[src/rtl/sifive_rr_arb_pkg.sv]
// Shared types and helpers for the round-robin grant arbiter.
//   arb_state_e  : arbiter FSM state (IDLE / BUSY)
//   rr_pick_t    : result of a rotate-priority search (found flag + index)
//   rr_pick()    : first set request bit at or above ptr, wrapping at n
//   idx_width()  : width of a requester index for n requesters
//   cnt_width()  : width of a counter that must hold 0..m
package sifive_rr_arb_pkg;

    localparam int unsigned MAX_N     = 8;
    localparam int unsigned MAX_IDX_W = 3;

    typedef enum logic {
        IDLE = 1'b0,
        BUSY = 1'b1
    } arb_state_e;

    typedef struct packed {
        logic                 found;
        logic [MAX_IDX_W-1:0] idx;
    } rr_pick_t;

    function automatic int unsigned idx_width(input int unsigned n);
        return (n > 1) ? $clog2(n) : 1;
    endfunction

    function automatic int unsigned cnt_width(input int unsigned m);
        return $clog2(m + 1);
    endfunction

    // Walks n positions starting at ptr; the first valid bit seen wins.
    function automatic rr_pick_t rr_pick(input logic [MAX_N-1:0]     req,
                                         input logic [MAX_IDX_W-1:0] ptr,
                                         input int unsigned          n);
        rr_pick_t    r;
        int unsigned j;
        r = '0;
        for (int unsigned i = 0; i < MAX_N; i++) begin
            j = (int'(ptr) + i) % n;
            if ((i < n) && !r.found && req[MAX_IDX_W'(j)]) begin
                r.found = 1'b1;
                r.idx   = MAX_IDX_W'(j);
            end
        end
        return r;
    endfunction

endpackage

[src/rtl/sifive_rr_priority_pick.sv]
// Combinational rotate-priority encoder for the arbiter's IDLE cycle.
//   req   in  N   request vector
//   ptr   in  IW  search start position (round-robin pointer)
//   found out 1   at least one request bit is set
//   idx   out IW  index of the winning requester (0 when none)
module sifive_rr_priority_pick
    import sifive_rr_arb_pkg::*;
#(
    parameter  int unsigned N  = 3,
    localparam int unsigned IW = idx_width(N)
) (
    input  logic [N-1:0]  req,
    input  logic [IW-1:0] ptr,
    output logic          found,
    output logic [IW-1:0] idx
);

    logic [MAX_N-1:0]     req_ext;
    logic [MAX_IDX_W-1:0] ptr_ext;
    rr_pick_t             pick;

    always_comb begin
        req_ext          = '0;
        req_ext[N-1:0]   = req;
        ptr_ext          = '0;
        ptr_ext[IW-1:0]  = ptr;
        pick             = rr_pick(req_ext, ptr_ext, N);
        found            = pick.found;
        idx              = IW'(pick.idx);
    end

endmodule

[src/rtl/sifive_rr_grant_arbiter.sv]
// Round-robin arbiter sharing one beat channel between N requesters.
// A grant is locked for a whole burst and released after the beat
// flagged last is accepted; the pointer then moves past the winner.
//   clock, reset         single clock, synchronous active-high reset
//   req_valid/req_last   per-requester beat valid / last flag
//   req_ready            ready back to the granted requester only
//   out_valid/out_last   granted requester's beat, combinational
//   out_ready            downstream accepts the beat
//   out_sel, grant       registered winner index / one-hot grant
//   busy                 1 while a burst owns the channel
//   err_overrun          1-cycle pulse when a burst hits MAX_BEATS without last
// Optional: define SIFIVE_RR_ARB_ASSERT_EN to add a simulation-only checker.
//
// state | meaning
// IDLE  | no owner; arbitrate among req_valid, no beat passes
// BUSY  | grant held; beats of the owner pass straight through
module sifive_rr_grant_arbiter
    import sifive_rr_arb_pkg::*;
#(
    parameter  int unsigned N         = 3,
    parameter  int unsigned MAX_BEATS = 16,
    localparam int unsigned IW        = idx_width(N),
    localparam int unsigned CW        = cnt_width(MAX_BEATS)
) (
    input  logic          clock,
    input  logic          reset,
    input  logic [N-1:0]  req_valid,
    input  logic [N-1:0]  req_last,
    output logic [N-1:0]  req_ready,
    output logic          out_valid,
    output logic          out_last,
    input  logic          out_ready,
    output logic [IW-1:0] out_sel,
    output logic [N-1:0]  grant,
    output logic          busy,
    output logic          err_overrun
);

    arb_state_e    state_q, state_d;
    logic [N-1:0]  grant_q, grant_d;
    logic [IW-1:0] sel_q, sel_d;
    logic [IW-1:0] rr_ptr_q, rr_ptr_d;
    logic [CW-1:0] beat_cnt_q, beat_cnt_d;
    logic          err_q, err_d;
    logic          pick_found;
    logic [IW-1:0] pick_idx;
    logic          fire;

    sifive_rr_priority_pick #(.N(N)) u_pick (
        .req   (req_valid),
        .ptr   (rr_ptr_q),
        .found (pick_found),
        .idx   (pick_idx)
    );

    // Beat pass-through is purely combinational from the held selection.
    always_comb begin
        out_valid = 1'b0;
        out_last  = 1'b0;
        req_ready = '0;
        if (state_q == BUSY) begin
            out_valid = req_valid[sel_q];
            out_last  = req_last[sel_q];
            req_ready = grant_q & {N{out_ready}};
        end
    end

    assign fire = out_valid & out_ready;

    always_comb begin
        state_d    = state_q;
        grant_d    = grant_q;
        sel_d      = sel_q;
        rr_ptr_d   = rr_ptr_q;
        beat_cnt_d = beat_cnt_q;
        err_d      = 1'b0;
        case (state_q)
            IDLE: begin
                if (pick_found) begin
                    state_d           = BUSY;
                    sel_d             = pick_idx;
                    grant_d           = '0;
                    grant_d[pick_idx] = 1'b1;
                end
            end
            BUSY: begin
                if (fire) begin
                    if (out_last) begin
                        state_d    = IDLE;
                        grant_d    = '0;
                        sel_d      = '0;
                        beat_cnt_d = '0;
                        rr_ptr_d   = (sel_q == IW'(N - 1)) ? '0 : sel_q + 1'b1;
                    end else if (beat_cnt_q != CW'(MAX_BEATS)) begin
                        // Counter saturates; only the step onto MAX_BEATS flags.
                        beat_cnt_d = beat_cnt_q + 1'b1;
                        err_d      = (beat_cnt_q == CW'(MAX_BEATS - 1));
                    end
                end
            end
            default: state_d = IDLE;
        endcase
    end

    always_ff @(posedge clock) begin
        if (reset) begin
            state_q    <= IDLE;
            grant_q    <= '0;
            sel_q      <= '0;
            rr_ptr_q   <= '0;
            beat_cnt_q <= '0;
            err_q      <= 1'b0;
        end else begin
            state_q    <= state_d;
            grant_q    <= grant_d;
            sel_q      <= sel_d;
            rr_ptr_q   <= rr_ptr_d;
            beat_cnt_q <= beat_cnt_d;
            err_q      <= err_d;
        end
    end

    assign grant       = grant_q;
    assign out_sel     = sel_q;
    assign busy        = (state_q == BUSY);
    assign err_overrun = err_q;

`ifdef SIFIVE_RR_ARB_ASSERT_EN
`ifndef SYNTHESIS
`ifndef PRINTF_COND
`define PRINTF_COND 1'b1
`endif
`ifndef STOP_COND
`define STOP_COND 1'b1
`endif
    always @(posedge clock) begin
        if (!reset) begin
            if (!$onehot0(grant_q)) begin
                if (`PRINTF_COND) $display("rr_arb: grant not one-hot %b", grant_q);
                if (`STOP_COND) $fatal(1);
            end
            if (!$onehot0(req_ready)) begin
                if (`PRINTF_COND) $display("rr_arb: req_ready multi-hot %b", req_ready);
                if (`STOP_COND) $fatal(1);
            end
            if ((state_q == BUSY) && (grant_d != grant_q) && !(fire && out_last)) begin
                if (`PRINTF_COND) $display("rr_arb: grant changed mid-burst");
                if (`STOP_COND) $fatal(1);
            end
        end
    end
`endif
`endif

endmodule

[config.mk]
export PLATFORM = sky130hd
export DESIGN_NAME = sifive_rr_grant_arbiter
export DESIGN_NICKNAME = d
export VERILOG_FILES = /design/src/rtl/sifive_rr_arb_pkg.sv /design/src/rtl/sifive_rr_priority_pick.sv /design/src/rtl/sifive_rr_grant_arbiter.sv
export SDC_FILE = /design/constraint.sdc
export NUM_CORES = 1
export LEC_CHECK = 0
export ABC_CLOCK_PERIOD_IN_PS = 4400
export CAP_MARGIN = 30
export CORE_MARGIN = 1
export CORE_UTILIZATION = 52
export DETAILED_ROUTE_END_ITERATION = 10
export PLACE_DENSITY = 0.81
export SLEW_MARGIN = 20
export SYNTH_ARGS = -nofsm -noshare
export SYNTH_HDL_FRONTEND = slang
export SYNTH_HIERARCHICAL = 1
export SYNTH_SLANG_ARGS = --single-unit
[constraint.sdc]
create_clock -name clock -period 4.4 [get_ports clock]
set_input_delay 0.88 -clock clock [delete_from_list [all_inputs] [get_ports clock]]
set_output_delay 0.88 -clock clock [all_outputs]
set_load 0.005 [all_outputs]
Yosys cells after proc, flatten, opt, wreduce, memory -nomap -nowiden
Cells that the tools add are included.
{"block": "totals", "reg_bits": 14, "input_bits": 9, "out_inout_bits": 12, "word_cells": 73}
{"block": "op_classes", "addsub": 4, "div": 3, "order_cmp": 6, "eq_ne": 6, "mux": 33, "bitwise_logic": 5, "n_reduce_logical": 10}
{"cell": "$mod 32x2->32 const B", "n": 2}
{"cell": "$mod 2x2->32 const B", "n": 1}
{"cell": "$lt 3x4->1 const B", "n": 3}
{"cell": "$mux 3", "n": 4}
{"cell": "$mux 4", "n": 3}
{"cell": "$mux 1", "n": 11}
{"cell": "$mux 5", "n": 2}
{"cell": "$bmux 1 s3", "n": 3}
{"cell": "$reduce_and 3->1", "n": 3}
{"cell": "$mux 2", "n": 4}
{"cell": "$lt 2x3->1 const B", "n": 2}
{"cell": "$pmux 3 s2", "n": 1}
{"cell": "$add 5x1->5 const B", "n": 1}
{"cell": "$eq 5x4->1 const B", "n": 1}
{"cell": "$ne 5x5->1 const B", "n": 1}
{"cell": "$reduce_or 5->1", "n": 1}
{"cell": "$bmux 1 s2", "n": 2}
{"cell": "$ne 2x1->1 const B", "n": 2}
{"cell": "$pmux 2 s2", "n": 1}
{"cell": "$add 2x1->3 const B", "n": 1}
{"cell": "$add 2x2->3 const B", "n": 1}
{"cell": "$and 3x3->3", "n": 1}
{"cell": "$logic_and 1x1->1", "n": 3}
{"cell": "$not 1->1", "n": 3}
{"cell": "9 further kinds", "n": 10}

Depth between registers and ports, before layout
{"block": "logic_depth", "word_depth": 16, "ltp_mapped": 10, "depth_no_buf": 9}

By module
The synthesis kept the hierarchy.
{"mod": "sifive_rr_grant_arbiter", "n_inst": 1, "cells_each": 98, "area_each_um2": 902.1, "seq_area_each_um2": 280.3}
{"mod": "sifive_rr_priority_pick", "n_inst": 1, "cells_each": 39, "area_each_um2": 299.0, "seq_area_each_um2": 0.0}

Least setup slack after synthesis
OpenSTA, ideal clock, no wires.
{"block": "synth_timing", "kind": "input to output", "from": "in req_valid[1]", "to": "out out_valid", "arrival_time_ps": 1450, "required_ps": 3520, "slack_ps": 2070, "cell_stages": 4, "n_path_buf": 1, "path_cell_list": "mux2i_1 -> o21a_1 -> buf_6 -> nor2_1"}
{"block": "synth_between", "elab_chain_len": 3}
{"item": "start: declaration", "line_no": "sifive_rr_grant_arbiter.sv:27", "source": "input logic [N-1:0] req_valid,"}
{"item": "$bmux 1 s2", "line_no": "sifive_rr_grant_arbiter.sv:62", "source": "out_valid = req_valid[sel_q];"}
{"item": "$mux 1 (implied by the code)", "line_no": "sifive_rr_grant_arbiter.sv:62"}
{"item": "$mux 1", "line_no": "sifive_rr_grant_arbiter.sv:61", "source": "if (state_q == BUSY) begin"}
{"item": "end: declaration", "line_no": "sifive_rr_grant_arbiter.sv:30", "source": "output logic out_valid,"}
No other way between the ends. The select of a mux whose other input is x is not followed.

Final worst setup path
Same ends and word-level chain as after synthesis.

==> qor.csv <==
stage,metric,value,unit
run_status,outcome,"finished, final reports clean",
critical_path,crit_path_max_incr_delay,0.58,ns
die,start_util,54.8,%
cts,cts.path.max_buffers,2,
logic_synthesis,synthArstFlopShare,0,%
cts,postCtsSetupRepairBufs,0,
routing,wirelength_met1,1230,µm
routing,highest_layer,met4,
routing,drt_iter0_drc,67,
timing,finalSetupViolations,0,
routing,viasPerCell,6.31,
grt,grt_pass1_wl,4560,µm
grt,grt_usage,23.6,%
critical_path,r2r_end,grant[1],
grt,globalRouteOverflowTotal,0,
die,pin_count,21,
cts,clock-sinks,14,
die,die_h,50.1,µm
timing,finalCritPeriodShare,79.9,%
place,hpwl,2070,µm
final_layout,fill_cells,184,
pwr,p_per_area,230,mW/mm²
critical_path,end_kind,output pin,
critical_path,worstRegToRegCells,7,
critical_path,cp-startpoint,req_valid[1],
place,placedCellCount,177,
timing,fin_tns_setup,0,ns
die,fp.dieW,50.1,µm
cts,cts_max_level,1,
pwr,vdd.ir_drop.worst,0.000147,V
final_layout,area_growth,18.0,%
final_layout,stdcell_count,181,
timing,max_freq,284,MHz
logic_synthesis,synthCells,137,
critical_path,cpMostUsedCell,clkdlybuf4s50_1,
final_layout,layout_commonest_cell,clkdlybuf4s50_1,
final_layout,final_cell_mix,"clkdlybuf4s50_1 (20), dfxtp_1 (14), inv_1 (12), ha_1 (11), a21oi_1 (10)",
critical_path,cp.depth,5,
logic_synthesis,yosys_most_used_dff,dfxtp_1,
grt,antenna_found_initial,0,
timing,min_period,3.52,ns
routing,ant_nets,0,
routing,wl_met2,1330,µm
routing,post_drt_wl_per_cell,15.3,µm
critical_path,cpLargestDelayFamily,buffers and inverters,
critical_path,path_cells,"clkdlybuf4s50_1, mux2i_1, o21a_1, nor2_1, clkdlybuf4s50_1",
critical_path,crit_end,out_valid,
routing,firstDrtPassIters,4,
min_path,hold_path_depth,2,
timing,skew,0.00406,ns
critical_path,cp-start-kind,primary input,
final_layout,fin_util,64.7,%
grt,grt_max_degree,16,
pwr,p_leak,0.544,nW
critical_path,crit_fanout,13,
final_layout,diodes,0,
timing,hold_violations,0,
min_path,hold_path.class,reg2reg,
critical_path,crit_arrival,2.64,ns
critical_path,worst-setup-path-type,in2out,
place,port-buffer-count,20,
logic_synthesis,syn_nets,157,
timing,worst_slew_pin_slew,0.563,ns
timing,slew_viol_final,0,
final_layout,drive_gt1_share,9.80,%
timing,whs,0.500,ns
place,place.gp.congestion,0.830,
logic_synthesis,synth.ff_latch_count,14,
routing,wl_met3,196,µm
logic_synthesis,ys_seq_area_share,23.3,%
cts,clk_pin_slew,0.09,ns
critical_path,worstPathRequired,3.52,ns
critical_path,slowest_stage,clkdlybuf4s50_1,
cts,cts_root_buffer,clkbuf_4,
logic_synthesis,syn_area,0.00120,mm²
timing,grt_setup_unrepaired,false,
routing,vias,1143,
die,die-area,0.00251,mm²
job,maxCapViolations,0,
critical_path,cp.buffers_inverters,2,
logic_synthesis,synth.avg_cell_area,8.77,µm²
cts,cts_tree,done,
cts,hold_buffers,0,
grt,first_global_vias,1067,
logic_synthesis,synth_edf_count,0,
routing,drc_errors,0,
cts,numCtsBuffers,3,
cts,clk_latency,0.28,ns
critical_path,timing.rr.start,rr_ptr_q[1],
logic_synthesis,ys_warn_count,6,
pwr,power,0.326,mW
timing,slew_headroom,61.9,%
die,core,0.00219,mm²
critical_path,reg2reg_slack,1.97,ns
routing,drt_wl_total,2770,µm
cts,cts_resized,0,
logic_synthesis,ys_types,48,
die,num_rows,17,
final_layout,final_nets,174,
-- layout make-up --
type                            count  area, µm²  share of cell area [%]
Inverter                           12       45.0                    3.18
Timing Repair Buffer               20        200                    14.1
Multi-Input combinational cell    103        821                    57.9
Sequential cell                    14        280                    19.8
Clock buffer                        4       36.3                    2.56
Tap cell                           28       35.0                    2.47
-- worst min-delay path by stage --
stage | start | end | slack, ns
finish | beat_cnt_q[4] | beat_cnt_q[4] | 0.50
global route | beat_cnt_q[4] | beat_cnt_q[4] | 0.53
CTS | beat_cnt_q[4] | beat_cnt_q[4] | 0.50
detailed placement | beat_cnt_q[4] | beat_cnt_q[4] | 0.49
global placement | beat_cnt_q[4] | beat_cnt_q[4] | 0.47
floorplan | beat_cnt_q[4] | beat_cnt_q[4] | 0.45
-- registers in the layout (all words and copies together), names as in the netlist --
register and count:
out_sel 2, beat_cnt_q 5, rr_ptr_q 2, err_overrun 1, grant 3, busy 1
-- worst min-delay path, stage by stage (launching register included) --
cell	delay (ns)
dfxtp_1	0.34
o31ai_1	0.07
a21oi_1	0.06
-- kinds of logic (layout without fill, tap and decap cells) --
kind of cell | after synthesis | after routing | share of synthesized area, %
mux | 4 | 4 | 4.90
compound gates | 45 | 45 | 28.3
fa+ha+maj | 11 | 11 | 11.5
flops | 14 | 14 | 23.3
buf+inv | 20 | 36 | 8.33
simple gates | 43 | 43 | 23.6
-- metal layers --
layer	global-route usage, %	vias up
met1	28.5	541
met3	4.94	4
met4	11.0	0
met5	0	-
li1	-	553
met2	39.1	45
-- synthesized netlist by cell type, types with 4 or more instances --
library cell / n / area [µm²]
dfxtp_1: 14 / 280
inv_1: 12 / 45.0
ha_1: 11 / 138
a21oi_1: 10 / 50.1
nand2_1: 7 / 26.3
nor2_1: 6 / 22.5
and3_1: 5 / 31.3
o311ai_0: 5 / 43.8
o31ai_1: 5 / 37.5
nand3b_1: 4 / 30.0
nand4_1: 4 / 25.0
o21ai_0: 4 / 20.0
-- power breakdown --
group	leakage (nW)	switching, mW	total, mW	internal, mW
registers	0.114	0.00916	0.141	0.132
logic	0.409	0.0485	0.0885	0.0399
clock network	0.0210	0.0456	0.0960	0.0503
total	0.544	0.103	0.326	0.222
-- through the flow --
stage / cell area (µm²) / setup slack [ns]
final: 1420 / 0.884
after floorplan: 1200 / 2.07
after global routing: 1420 / 0.799
after CTS: 1420 / 0.908
after global placement: 1380 / 0.987
after detailed placement: 1380 / 0.921
Power figures use the tool's default switching activity.
